===== src/rtl/complex_block_accumulator_pkg.sv =====
// Shared types and width helpers for the complex block accumulator.
// Latency: n/a (types and constant functions only).
// Backpressure: n/a.
package complex_block_accumulator_pkg;

    // Default component width of the FFT datapath sample
    localparam int CPLX_W = 16;

    typedef struct packed {
        logic signed [CPLX_W-1:0] re;
        logic signed [CPLX_W-1:0] im;
    } cplx_t;

    // Accumulator width that cannot wrap for any block of up to max_len samples
    function automatic int acc_width(input int data_w, input int max_len);
        return data_w + $clog2(max_len);
    endfunction

    // Width able to hold block lengths 0..max_len inclusive
    function automatic int len_width(input int max_len);
        return $clog2(max_len + 1);
    endfunction

endpackage


===== src/rtl/complex_block_accumulator_round_sat.sv =====
// One component: optional round-half-up right shift, then saturate to OUT_W.
// Latency: combinational.
// Backpressure: none (pure function of the input).
module complex_block_accumulator_round_sat #(
    parameter int IN_W  = 24,
    parameter int OUT_W = 16,
    parameter int SHIFT = 0
) (
    input  logic signed [IN_W-1:0]  i_val,
    output logic        [OUT_W-1:0] o_val,
    output logic                    o_sat
);

    // Half an output LSB; zero when there is no shift so the sum passes through exactly
    localparam int RND_I = (SHIFT > 0) ? (1 << ((SHIFT > 0) ? (SHIFT - 1) : 0)) : 0;
    localparam logic signed [IN_W:0] W_RND = (IN_W+1)'(RND_I);
    localparam logic signed [IN_W:0] W_MAX = (IN_W+1)'((1 << (OUT_W - 1)) - 1);
    localparam logic signed [IN_W:0] W_MIN = ~W_MAX;

    logic signed [IN_W:0] w_ext;
    logic signed [IN_W:0] w_shf;

    // One guard bit so the rounding constant can never wrap the sum
    assign w_ext = {i_val[IN_W-1], i_val} + W_RND;
    assign w_shf = w_ext >>> SHIFT;

    // Clamp to the signed OUT_W range and flag any clipping
    always_comb begin
        o_sat = 1'b0;
        o_val = w_shf[OUT_W-1:0];
        if (w_shf > W_MAX) begin
            o_sat = 1'b1;
            o_val = W_MAX[OUT_W-1:0];
        end else if (w_shf < W_MIN) begin
            o_sat = 1'b1;
            o_val = W_MIN[OUT_W-1:0];
        end
    end

endmodule


===== src/rtl/complex_block_accumulator.sv =====
// Integrate-and-dump of N complex samples; emits one scaled, rounded, saturated sum per block.
// Latency: result valid the cycle after the last sample of a block is accepted.
// Backpressure: in_ready drops only while a result is held and out_ready is low.
module complex_block_accumulator
    import complex_block_accumulator_pkg::*;
#(
    parameter  int DATA_W  = 16,
    parameter  int MAX_LEN = 256,
    parameter  int SHIFT   = 0,
    localparam int ACC_W   = acc_width(DATA_W, MAX_LEN),
    localparam int LEN_W   = len_width(MAX_LEN)
) (
    input  logic                i_clk,
    input  logic                i_rst,
    input  logic [LEN_W-1:0]    i_acc_len,
    input  logic                i_clear,
    input  logic                i_in_valid,
    output logic                o_in_ready,
    input  logic [2*DATA_W-1:0] i_in_data,
    output logic                o_out_valid,
    input  logic                i_out_ready,
    output logic [2*DATA_W-1:0] o_out_data,
    output logic                o_out_sat
);

    typedef enum logic {S_IDLE, S_ACCUM} state_t;

    state_t                   r_state;
    state_t                   w_state_nxt;
    logic [LEN_W-1:0]         r_cnt;
    logic [LEN_W-1:0]         r_len_q;
    logic [LEN_W-1:0]         w_len_eff;
    logic signed [ACC_W-1:0]  r_acc_re;
    logic signed [ACC_W-1:0]  r_acc_im;
    logic signed [ACC_W-1:0]  w_smp_re;
    logic signed [ACC_W-1:0]  w_smp_im;
    logic signed [ACC_W-1:0]  w_base_re;
    logic signed [ACC_W-1:0]  w_base_im;
    logic signed [ACC_W-1:0]  w_sum_re;
    logic signed [ACC_W-1:0]  w_sum_im;
    logic                     r_out_valid;
    logic                     r_out_sat;
    logic [2*DATA_W-1:0]      r_out_data;
    logic [DATA_W-1:0]        w_res_re;
    logic [DATA_W-1:0]        w_res_im;
    logic                     w_sat_re;
    logic                     w_sat_im;
    logic                     w_in_ready;
    logic                     w_accept;
    logic                     w_last;

    // Input stalls only while a finished result is still waiting for the consumer
    assign w_in_ready = !(r_out_valid && !i_out_ready);
    // clear wins over a same-cycle sample, which is simply dropped
    assign w_accept   = i_in_valid && w_in_ready && !i_clear;

    // Length is latched at the start of a block; zero is treated as a length of one
    assign w_len_eff = (r_state == S_IDLE)
                     ? ((i_acc_len == '0) ? LEN_W'(1) : i_acc_len)
                     : r_len_q;
    assign w_last    = w_accept && (r_cnt == w_len_eff - LEN_W'(1));

    assign w_smp_re  = ACC_W'($signed(i_in_data[2*DATA_W-1:DATA_W]));
    assign w_smp_im  = ACC_W'($signed(i_in_data[DATA_W-1:0]));
    // First sample of a block starts from zero rather than from the stale accumulator
    assign w_base_re = (r_state == S_IDLE) ? '0 : r_acc_re;
    assign w_base_im = (r_state == S_IDLE) ? '0 : r_acc_im;
    assign w_sum_re  = w_base_re + w_smp_re;
    assign w_sum_im  = w_base_im + w_smp_im;

    complex_block_accumulator_round_sat #(
        .IN_W  (ACC_W),
        .OUT_W (DATA_W),
        .SHIFT (SHIFT)
    ) u_rs_re (
        .i_val (w_sum_re),
        .o_val (w_res_re),
        .o_sat (w_sat_re)
    );

    complex_block_accumulator_round_sat #(
        .IN_W  (ACC_W),
        .OUT_W (DATA_W),
        .SHIFT (SHIFT)
    ) u_rs_im (
        .i_val (w_sum_im),
        .o_val (w_res_im),
        .o_sat (w_sat_im)
    );

    // Block state register
    always_ff @(posedge i_clk) begin
        if (i_rst) begin
            r_state <= S_IDLE;
        end else begin
            r_state <= w_state_nxt;
        end
    end

    // Enter ACCUM on a non-final first sample; leave on the final sample or an abort
    always_comb begin
        w_state_nxt = r_state;
        case (r_state)
            S_IDLE: begin
                if (w_accept && !w_last) begin
                    w_state_nxt = S_ACCUM;
                end
            end
            S_ACCUM: begin
                if (i_clear || w_last) begin
                    w_state_nxt = S_IDLE;
                end
            end
            default: w_state_nxt = S_IDLE;
        endcase
    end

    // Sample counter, latched length and running sums
    always_ff @(posedge i_clk) begin
        if (i_rst) begin
            r_cnt    <= '0;
            r_len_q  <= '0;
            r_acc_re <= '0;
            r_acc_im <= '0;
        end else if (i_clear) begin
            r_cnt    <= '0;
            r_acc_re <= '0;
            r_acc_im <= '0;
        end else if (w_accept) begin
            r_cnt    <= w_last ? '0 : r_cnt + LEN_W'(1);
            r_acc_re <= w_sum_re;
            r_acc_im <= w_sum_im;
            if (r_state == S_IDLE) begin
                r_len_q <= w_len_eff;
            end
        end
    end

    // Result register: a new result overrides a same-cycle drain so valid stays high
    always_ff @(posedge i_clk) begin
        if (i_rst) begin
            r_out_valid <= 1'b0;
            r_out_data  <= '0;
            r_out_sat   <= 1'b0;
        end else if (w_last) begin
            r_out_valid <= 1'b1;
            r_out_data  <= {w_res_re, w_res_im};
            r_out_sat   <= w_sat_re | w_sat_im;
        end else if (r_out_valid && i_out_ready) begin
            r_out_valid <= 1'b0;
        end
    end

    // Lengths beyond MAX_LEN would overrun the accumulator headroom
    always_ff @(posedge i_clk) begin
        if (!i_rst && w_accept && (r_state == S_IDLE)) begin
            assert (i_acc_len <= LEN_W'(MAX_LEN));
        end
    end

    assign o_in_ready  = w_in_ready;
    assign o_out_valid = r_out_valid;
    assign o_out_data  = r_out_data;
    assign o_out_sat   = r_out_sat;

endmodule

===== config.mk =====
export PLATFORM = sky130hd
export DESIGN_NAME = complex_block_accumulator
export DESIGN_NICKNAME = d
export VERILOG_FILES = /design/src/rtl/complex_block_accumulator_pkg.sv /design/src/rtl/complex_block_accumulator_round_sat.sv /design/src/rtl/complex_block_accumulator.sv
export SDC_FILE = /design/constraint.sdc
export NUM_CORES = 1
export LEC_CHECK = 0
export CAP_MARGIN = 20
export CORE_MARGIN = 4
export CORE_UTILIZATION = 50
export DETAILED_ROUTE_END_ITERATION = 10
export HOLD_SLACK_MARGIN = 0.02
export PLACE_DENSITY = 0.75
export SETUP_SLACK_MARGIN = 0.5
export SYNTH_ARGS = -nofsm -noshare
export SYNTH_HDL_FRONTEND = slang
export SYNTH_HIERARCHICAL = 1
export SYNTH_SLANG_ARGS = --single-unit

===== constraint.sdc =====
create_clock -name i_clk -period 6.9 [get_ports i_clk]
set_clock_uncertainty 0.05 [all_clocks]
set_input_delay 0.69 -clock i_clk [delete_from_list [all_inputs] [get_ports i_clk]]
set_output_delay 0.69 -clock i_clk [all_outputs]
set_load 0.01 [all_outputs]

# == Word level (Yosys, flattened, before mapping) ==
# Index checks and enable logic that the tools add are counted.
# op_classes
eq_ne,1
addsub,4
magnitude_cmp,4
n_bitwise,3
reduce_logical,15
muxes,18
# ops
op,n
$mux 16,4
$add 24x16->24,2
$gt 24x16->1 const B,2
$lt 24x16->1 const B,2
$mux 24,2
$mux 9,3
$add 9x1->9 const B,1
$eq 9x9->1,1
$logic_not 9->1,1
$sub 9x1->9 const B,1
$mux 1,8
$logic_and 1x1->1,6
$logic_not 1->1,4
$reduce_and 3->1,1
$not 1->1,2
$pmux 1 s2,1
$reduce_bool 2->1,1
$reduce_or 2->1,1
$logic_or 1x1->1,1
$or 1x1->1,1
# totals
ff_bits,101
word_cells,53
in_bits,46
out_inout_bits,35

# == Logic depth before layout (Yosys ltp) ==
# Gate-level depths: netlist of the first run.
# depth
word_depth,10
ltp_mapped,23
mapped_depth_nobuf,17

# == Hierarchy ==
# The synthesis of the first run kept the hierarchy.
# by_module_without_submodules
module,instances,area_each_um2,seq_area_each_um2,cells_each
complex_block_accumulator,1,6720.2,2021.9,851
complex_block_accumulator_round_sat,2,300.3,0.0,45

# == Least setup slack after synthesis of the first run ==
# OpenSTA, ideal clock, no wires.
# synth_timing
path_kind,register to register
startpoint,reg r_state
endpoint,"reg r_out_sat, in the netlist o_out_sat"
t_arrival_ns,4.275
path_stages_with_launch,24
setup_time_ns,0.128
n_path_buf,6
slack_ns,2.447
synth_period_minus_slack_ns,4.453
required_time_ns,6.722
path_cell_list,dfxtp_1 -> buf_6 -> buf_2 -> clkbuf_1 -> clkbuf_1 -> and2_1 -> ha_1 -> inv_1 -> fa_1 -> nor2b_1 -> o31a_1 -> o221ai_1 -> o21ai_1 -> a311oi_1 -> o31ai_1 -> or2_1 -> xor2_1 -> and4_1 -> clkbuf_2 -> buf_4 -> nand3_1 -> o21a_1 -> nor3_1 -> nor3_1
# synth_between
elab_chain_cells,6
word_cells_on_any_way,17
cone_classes,add/sub: 3; order compare: 4; eq/ne: 1; mux: 7; bitwise: 1; reduce/logical: 1
# synth_rtl
element,line_no,source
"start, declared",complex_block_accumulator.sv:28,state_t r_state;
"start signal, assigned",complex_block_accumulator.sv:96,r_state <= w_state_nxt;
$mux 24 (*),complex_block_accumulator.sv:66,assign w_base_re = (r_state == S_IDLE) ? '0 : r_acc_re;
$add 24x16->24 (*),complex_block_accumulator.sv:68,assign w_sum_re = w_base_re + w_smp_re;
net w_sum_re[22],complex_block_accumulator.sv:39,logic signed [ACC_W-1:0] w_sum_re;
$lt 24x16->1,complex_block_accumulator_round_sat.sv:34,end else if (w_shf < W_MIN) begin
$mux 1,complex_block_accumulator_round_sat.sv:34,
$mux 1 (*),complex_block_accumulator_round_sat.sv:31,if (w_shf > W_MAX) begin
net w_sat_re,complex_block_accumulator.sv:46,logic w_sat_re;
$or 1x1->1 (*),complex_block_accumulator.sv:148,r_out_sat <= w_sat_re | w_sat_im;
"end signal, assigned",complex_block_accumulator.sv:148,
"end, declared",complex_block_accumulator.sv:42,logic r_out_sat;
# Mark *: on every way through the listed nets, which the timed path passes. The rest lies on a longest branch.
# A chain may end at the register's enable or synchronous reset.

# == Worst setup path after layout of the first run ==
# Ends and elaborated chain as after synthesis.

==> out/metrics.csv, run 1 <==
stage;metric;value;unit
power_and_ir_drop;power_density;160;nW/um2
synth;synthArstFlopShare;0;
floorplanning;start_util;0.519;
sta;relSlewSlack;0.438;
grt;grt_usage;0.229;
clock_tree;htreeDepth;3;
setup_path;criticalPathCategory;reg2reg;
sta;rsz0062_at_grt;no;
setup_path;critPathLaunchType;flop;
clock_tree;clockBufferDepth;2;
clock_tree;hold_buffers;0;
clock_tree;cts.sinks;101;
grt;use_met1;0.313;
detailed_routing;dr.pass1.iters;5;
setup_path;crit_chain;buf_4 > and2_1 > ha_1 > o21ai_0 > nor2_1 > o221ai_1 > o21ai_1 > a311oi_1 > o31ai_1 > or2_1 > xor2_1 > and4_1 > nand3_1 > o21a_1 > nor3_1 > nor3_1;
sta;finalSetupTns;0;ps
setup_path;path_common_cell;nor3_1;
worst_hold_path;worst_hold_path_type;reg2reg;
clock_tree;clkTransAtPathRegs;80;ps
clock_tree;cts_buffers;9;
cells_and_area;fin_util;0.599;
clock_tree;cts_root_buf;clkbuf_16;
synth;syn_area;7320;um2
cells_and_area;layout_common_cells;nand2_1 (114), dfxtp_1 (100), nor2_1 (82), a21oi_1 (82), clkdlybuf4s50_1 (79);
synth;syn-num-nets;1037;
sta;fin_crit;4820;ps
setup_path;crit_buf_inv;1;
synth;ys_seq_area_frac;0.276;
synth;yosys_most_used_dff;dfxtp_1;
sta;min_period_over_period;0.699;
detailed_routing;vias;6831;
grt;antenna_found_initial;0;
detailed_routing;drc;0;
detailed_routing;first_iter_violations;484;
floorplanning;dieArea;16600;um2
synth;synth-seq-cells;101;
setup_path;cp.arrival;4990;ps
floorplanning;core_area;14100;um2
grt;gr-max-usage-layer;met2;
grt;grt_max_degree;55;
outcome;status;complete, no violations;
place;port_buffers;80;
cells_and_area;diodes;0;
clock_tree;post_cts_buffers;0;
cells_and_area;final_common_cell;nand2_1;
power_and_ir_drop;peakVddDrop;0.121;mV
grt;grt_pass1_wl;31200;um
run;maxCapViolations;0;
clock_tree;cts_tree;built;
floorplanning;die_h;129;um
grt;use_met2;0.372;
setup_path;critPathSlowestCell;dfxtp_2;
place;dp_hpwl;13300;um
setup_path;critPathTopFamily;compound AO/OA/AOI/OAI gates;
grt;grt_use_met3;0.0286;
floorplanning;row_count;43;
sta;tightest_slew;843;ps
synth;synthCells;941;
power_and_ir_drop;power.leakage;3.61;nW
floorplanning;io_pins;81;
synth;ys_warn_count;6;
setup_path;cp_slowest_stage_delay;700;ps
grt;overflow;0;
cells_and_area;area_growth;15.3;%
clock_tree;clk-insertion-delay-late;360;ps
synth;synth_edf_count;0;
detailed_routing;ant_nets;0;
floorplanning;die_x;129;um
detailed_routing;vias_per_cell;5.84;
synth;synth.avg_cell_area;7.78;um2
power_and_ir_drop;totalPowerFinal;1.35;mW
sta;finalHoldViolCount;0;
grt;first_global_vias;6368;
synth;synth_cell_types;63;
place;routabilityCongestion;0.918;
cells_and_area;final_nets;1081;
setup_path;required;7060;ps
detailed_routing;wl_per_cell;16.0;um
setup_path;end_kind;flop;
sta;final_max_slew_viol_count;0;
cells_and_area;drive_gt1_frac;0.0424;
sta;fmax;207;MHz
detailed_routing;routed_wl;18700;um
cells_and_area;n_fill_cell;1332;
clock_tree;cts_repair_resize_count;0;
setup_path;critPathMaxFanout;32;
sta;finalSetupViolCount;0;
[registers in the layout, summed over array words and instances (netlist names)]
name,cells
r_acc_im,24
r_state,1
o_out_data,32
o_out_sat,1
r_cnt,9
r_len_q,9
r_acc_re,24
o_out_valid,1
[final cells by class]
cell class,instances,area (um2),share of cell area
multi-input combinational,762,4940,0.586
clock inverter,7,78.8,0.00934
inverter,22,82.6,0.00978
tap,180,225,0.0267
sequential,101,2020,0.240
timing repair buffer,89,863,0.102
clock buffer,9,225,0.0267
[power by group]
| part | leakage, nW | total (mW) | switching [mW] | internal (mW) |
|---|---|---|---|---|
| combinational | 2.65 | 0.222 | 0.130 | 0.0917 |
| sequential | 0.820 | 0.604 | 0.00876 | 0.595 |
| clock | 0.148 | 0.520 | 0.262 | 0.258 |
[cell families (layout without fill, tap and decap cells)]
group                    after synthesis  after routing  share of synthesized area
AND/OR/NAND/NOR                      384            384                      0.254
AO/OA/AOI/OAI                        225            225                      0.202
flip-flops                           101            101                      0.276
buffers and inverters                 78            127                     0.0496
XOR/XNOR                              61             61                     0.0730
adder cells (fa/ha/maj)               50             50                     0.0875
multiplexers                          42             42                     0.0579
[metrics by stage]
stage	hold WS, ps	worst slack (ps)	area, um2	cells
after global routing	416	1620	8440	1170
after floorplan	382	2450	7320	941
final	401	2080	8440	1170
after CTS	403	2120	8440	1170
after detailed placement	393	2130	8140	1154
after global placement	387	2150	8140	1154
[cell usage after synthesis, drive strengths merged (17+ instances only)]
master | number | share of area
and2 | 51 | 0.044
o21ai | 34 | 0.024
a2bb2oi | 30 | 0.036
mux2i | 42 | 0.058
xnor2 | 40 | 0.048
clkbuf | 41 | 0.022
ha | 48 | 0.082
xor2 | 21 | 0.025
nand3 | 62 | 0.042
inv | 22 | 0.011
dfxtp | 101 | 0.28
a21o | 17 | 0.017
nor2 | 82 | 0.042
a21oi | 82 | 0.056
nand2 | 115 | 0.059
[per-layer routing]
layer	share of wire	wire, um	vias to the layer above
li1	-	-	3437
met1	0.47	8880	3180
met2	0.46	8540	187
met3	0.046	870	27
met4	0.022	421	0
met5	0	0	-
[worst register-to-register path: cells and delay by family (launching register included)]
kind | cells | cell delay (ps)
compound gates | 6 | 1540
simple gates | 7 | 1480
flops | 1 | 700
buf+inv | 1 | 460
fa+ha+maj | 1 | 270
xor+xnor | 1 | 170
[worst paths after layout]
path	start	end	slack (ps)	cells past startpoint
max	r_state	o_out_sat	2080	16
min	r_acc_re[14]	r_acc_re[14]	400	2
max reg2reg	r_state	o_out_sat	2080	16
min reg2reg	r_acc_re[14]	r_acc_re[14]	400	2
Note: power is estimated with default switching activity, not from simulation.
==> inputs of run 2 (changes only) <==
Clock period 6.9 ns to 4.7 ns, I/O delays scaled along.
==> run 2 against run 1 <==
Effect of this change: flip-flop and latch count stayed put; first-iteration DRC count is 9.3% lower; die area stayed put; combinational power grew 52%; global-route usage grew 0.13 points; critical endpoint unchanged; largest cell class unchanged; highest routed layer unchanged.
==> out/metrics.csv, run 2 (same netlist as run 1, synthesis figures left out) <==
stage;metric;value;unit;change
clock_tree;clkTransAtPathRegs;70;ps;was 80 ps
floorplanning;dieArea;16600;um2;unchanged
clock_tree;clk-insertion-delay-late;360;ps;about the same
place;place_inst;1164;;was 1,154
sta;final_max_slew_viol_count;0;;unchanged
clock_tree;cts_tree;built;;unchanged
sta;min_period_over_period;0.847;;was 0.699
sta;tightest_slew;812;ps;was 843 ps
grt;grt_pass1_wl;31500;um;was 31,200 um
cells_and_area;drive_gt1_frac;0.0599;;was 0.0424
power_and_ir_drop;totalPowerFinal;2.07;mW;was 1.35 mW
power_and_ir_drop;power_density;240;nW/um2;was 160 nW/um2
detailed_routing;dr.pass1.iters;5;;unchanged
power_and_ir_drop;peakVddDrop;0.179;mV;was 0.121 mV
grt;grt_usage;0.230;;was 0.229
setup_path;required;4870;ps;was 7060 ps
setup_path;critPathMaxFanout;16;;was 32
place;dp_hpwl;13400;um;was 13,300 um
setup_path;startpoint;r_state;;unchanged
sta;finalSetupTns;0;ps;unchanged
floorplanning;start_util;0.519;;unchanged
detailed_routing;routed_wl;19200;um;was 18,700 um
run;maxCapViolations;0;;unchanged
detailed_routing;ant_nets;0;;unchanged
detailed_routing;wl_per_cell;16.2;um;was 16.0 um
sta;relSlewSlack;0.459;;was 0.438
detailed_routing;drc;0;;unchanged
cells_and_area;final_common_cell;nand2_1;;unchanged
place;routabilityCongestion;0.980;;was 0.918
grt;grt_max_degree;54;;was 55
setup_path;end_kind;flop;;unchanged
setup_path;cp_slowest_stage_delay;550;ps;was 700 ps
worst_hold_path;worst_hold_path_type;reg2reg;;unchanged
worst_hold_path;holdPathStages;2;;unchanged
cells_and_area;diodes;0;;unchanged
setup_path;cp.arrival;4150;ps;was 4990 ps
place;port_buffers;80;;unchanged
setup_path;critPathSlowestCell;or4_1;;was dfxtp_2
detailed_routing;vias;6872;;was 6,831
floorplanning;row_count;43;;unchanged
floorplanning;core_area;14100;um2;unchanged
floorplanning;die_h;129;um;unchanged
cells_and_area;fin_util;0.611;;was 0.599
cells_and_area;instances_no_fill;1182;;was 1,170
floorplanning;io_pins;81;;unchanged
cells_and_area;layout_common_cells;nand2_1 (114), dfxtp_1 (100), nor2_1 (82), a21oi_1 (82), clkdlybuf4s50_1 (79);;unchanged
sta;finalHoldViolCount;0;;unchanged
outcome;status;complete, no violations;;unchanged
cells_and_area;n_fill_cell;1293;;was 1,332
cells_and_area;final_nets;1093;;was 1,081
cells_and_area;largest_register_ffs;32;;unchanged
setup_path;critPathLaunchType;flop;;unchanged
detailed_routing;first_iter_violations;439;;was 484
setup_path;crit_chain;buf_6 > and2_1 > ha_1 > or4_1 > o221ai_1 > o21ai_2 > a311oi_4 > o21a_1 > xnor2_1 > nor4_1 > nand2_1 > buf_4 > o21a_1 > nor3_1 > nor3_1;;was buf_4 > and2_1 > ha_1 > o21ai_0 > nor2_1 > o221ai_1 > o21ai_1 > a311oi_1 > o31ai_1 > or2_1 > xor2_1 > and4_1 > nand3_1 > o21a_1 > nor3_1 > nor3_1
clock_tree;clockBufferDepth;2;;unchanged
setup_path;rr_endpoint;o_out_sat;;unchanged
detailed_routing;vias_per_cell;5.81;;was 5.84
cells_and_area;area_growth;17.7;%;was 15.3%
clock_tree;htreeDepth;3;;unchanged
grt;overflow;0;;unchanged
grt;antenna_found_initial;0;;unchanged
floorplanning;die_x;129;um;unchanged
clock_tree;cts_root_buf;clkbuf_16;;unchanged
setup_path;ff2ff_setup_slack;720;ps;was 2080 ps
sta;finalSetupViolCount;0;;unchanged
worst_hold_path;hold_end;r_acc_re[16];;was r_acc_re[14]
sta;fin_crit;3980;ps;was 4820 ps
sta;fmax;251;MHz;was 207 MHz
clock_tree;cts.sinks;101;;unchanged
sta;whs;401;ps;about the same
setup_path;criticalPathCategory;reg2reg;;unchanged
clock_tree;cts_buffers;9;;unchanged
grt;first_global_vias;6500;;was 6,368
sta;rsz0062_at_grt;yes;;was no
setup_path;worstReg2RegStart;r_state;;unchanged
worst_hold_path;hp-start;r_acc_re[16];;was r_acc_re[14]
power_and_ir_drop;power.leakage;3.70;nW;was 3.61 nW
setup_path;rr_worst_depth;15;;was 16
[run 2: changes by cell type in the layout (fill, tap and decap cells not counted), sizes merged]
cell / delta
buf: +12
bufinv: +2
clkbuf: +2
clkinv: -1
inv: -3
[run 2: worst max-delay path by stage]
stage / cells past startpoint / slack [ps] / to
floorplan: 23 / 520 / o_out_sat
global placement: 15 / 430 / o_out_sat
detailed placement: 18 / 440 / o_out_sat
CTS: 18 / 630 / o_out_data[19]
global route: 18 / 510 / o_out_data[19]
finish: 15 / 720 / o_out_sat
[run 2: routing by layer]
metal / wire, um / track usage / vias up
li1: - / - / 3468
met1: 8800 / 0.305 / 3146
met2: 8860 / 0.384 / 234
met3: 1160 / 0.0390 / 24
met4: 357 / 0.0679 / 0
met5: 0 / 0 / -
[run 2: area by class of cell]
type                    instances  area, um2  share of cell area
clock buffers                  11        253              0.0293
clock inverters                 5       82.6             0.00958
repair buffers                101        961               0.111
well taps                     180        225              0.0261
inverters                      22       82.6             0.00958
multi-input cells             762       4990               0.579
flip-flops and latches        101       2030               0.235
[run 2: timing repair]
item / CTS / global route
resized for setup: 1 / 8
endpoints found under the setup margin: 2 / 31
pin swaps: 0 / 2
setup buffers: 0 / 2
hold buffers: 0 / 0
[run 2: through the flow]
step | cell area (um2) | worst slack (ps)
final | 8620 | 719
after global routing | 8620 | 506
after CTS | 8560 | 633
after detailed placement | 8220 | 442
after global placement | 8220 | 432
after floorplan | 7340 | 518
[run 2: worst max-delay path: cells and delay by family (launching register included)]
kind	cells	cell delay, ps
compound gates	5	1270
xor+xnor	1	90
fa+ha+maj	1	200
buf+inv	2	390
flops	1	410
simple gates	6	1430
[run 2: where the power goes]
part | total, mW | internal (mW) | switching, mW
Sequential | 0.886 | 0.874 | 0.0115
Combinational | 0.338 | 0.140 | 0.198
Clock | 0.846 | 0.497 | 0.349
Total | 2.07 | 1.51 | 0.558
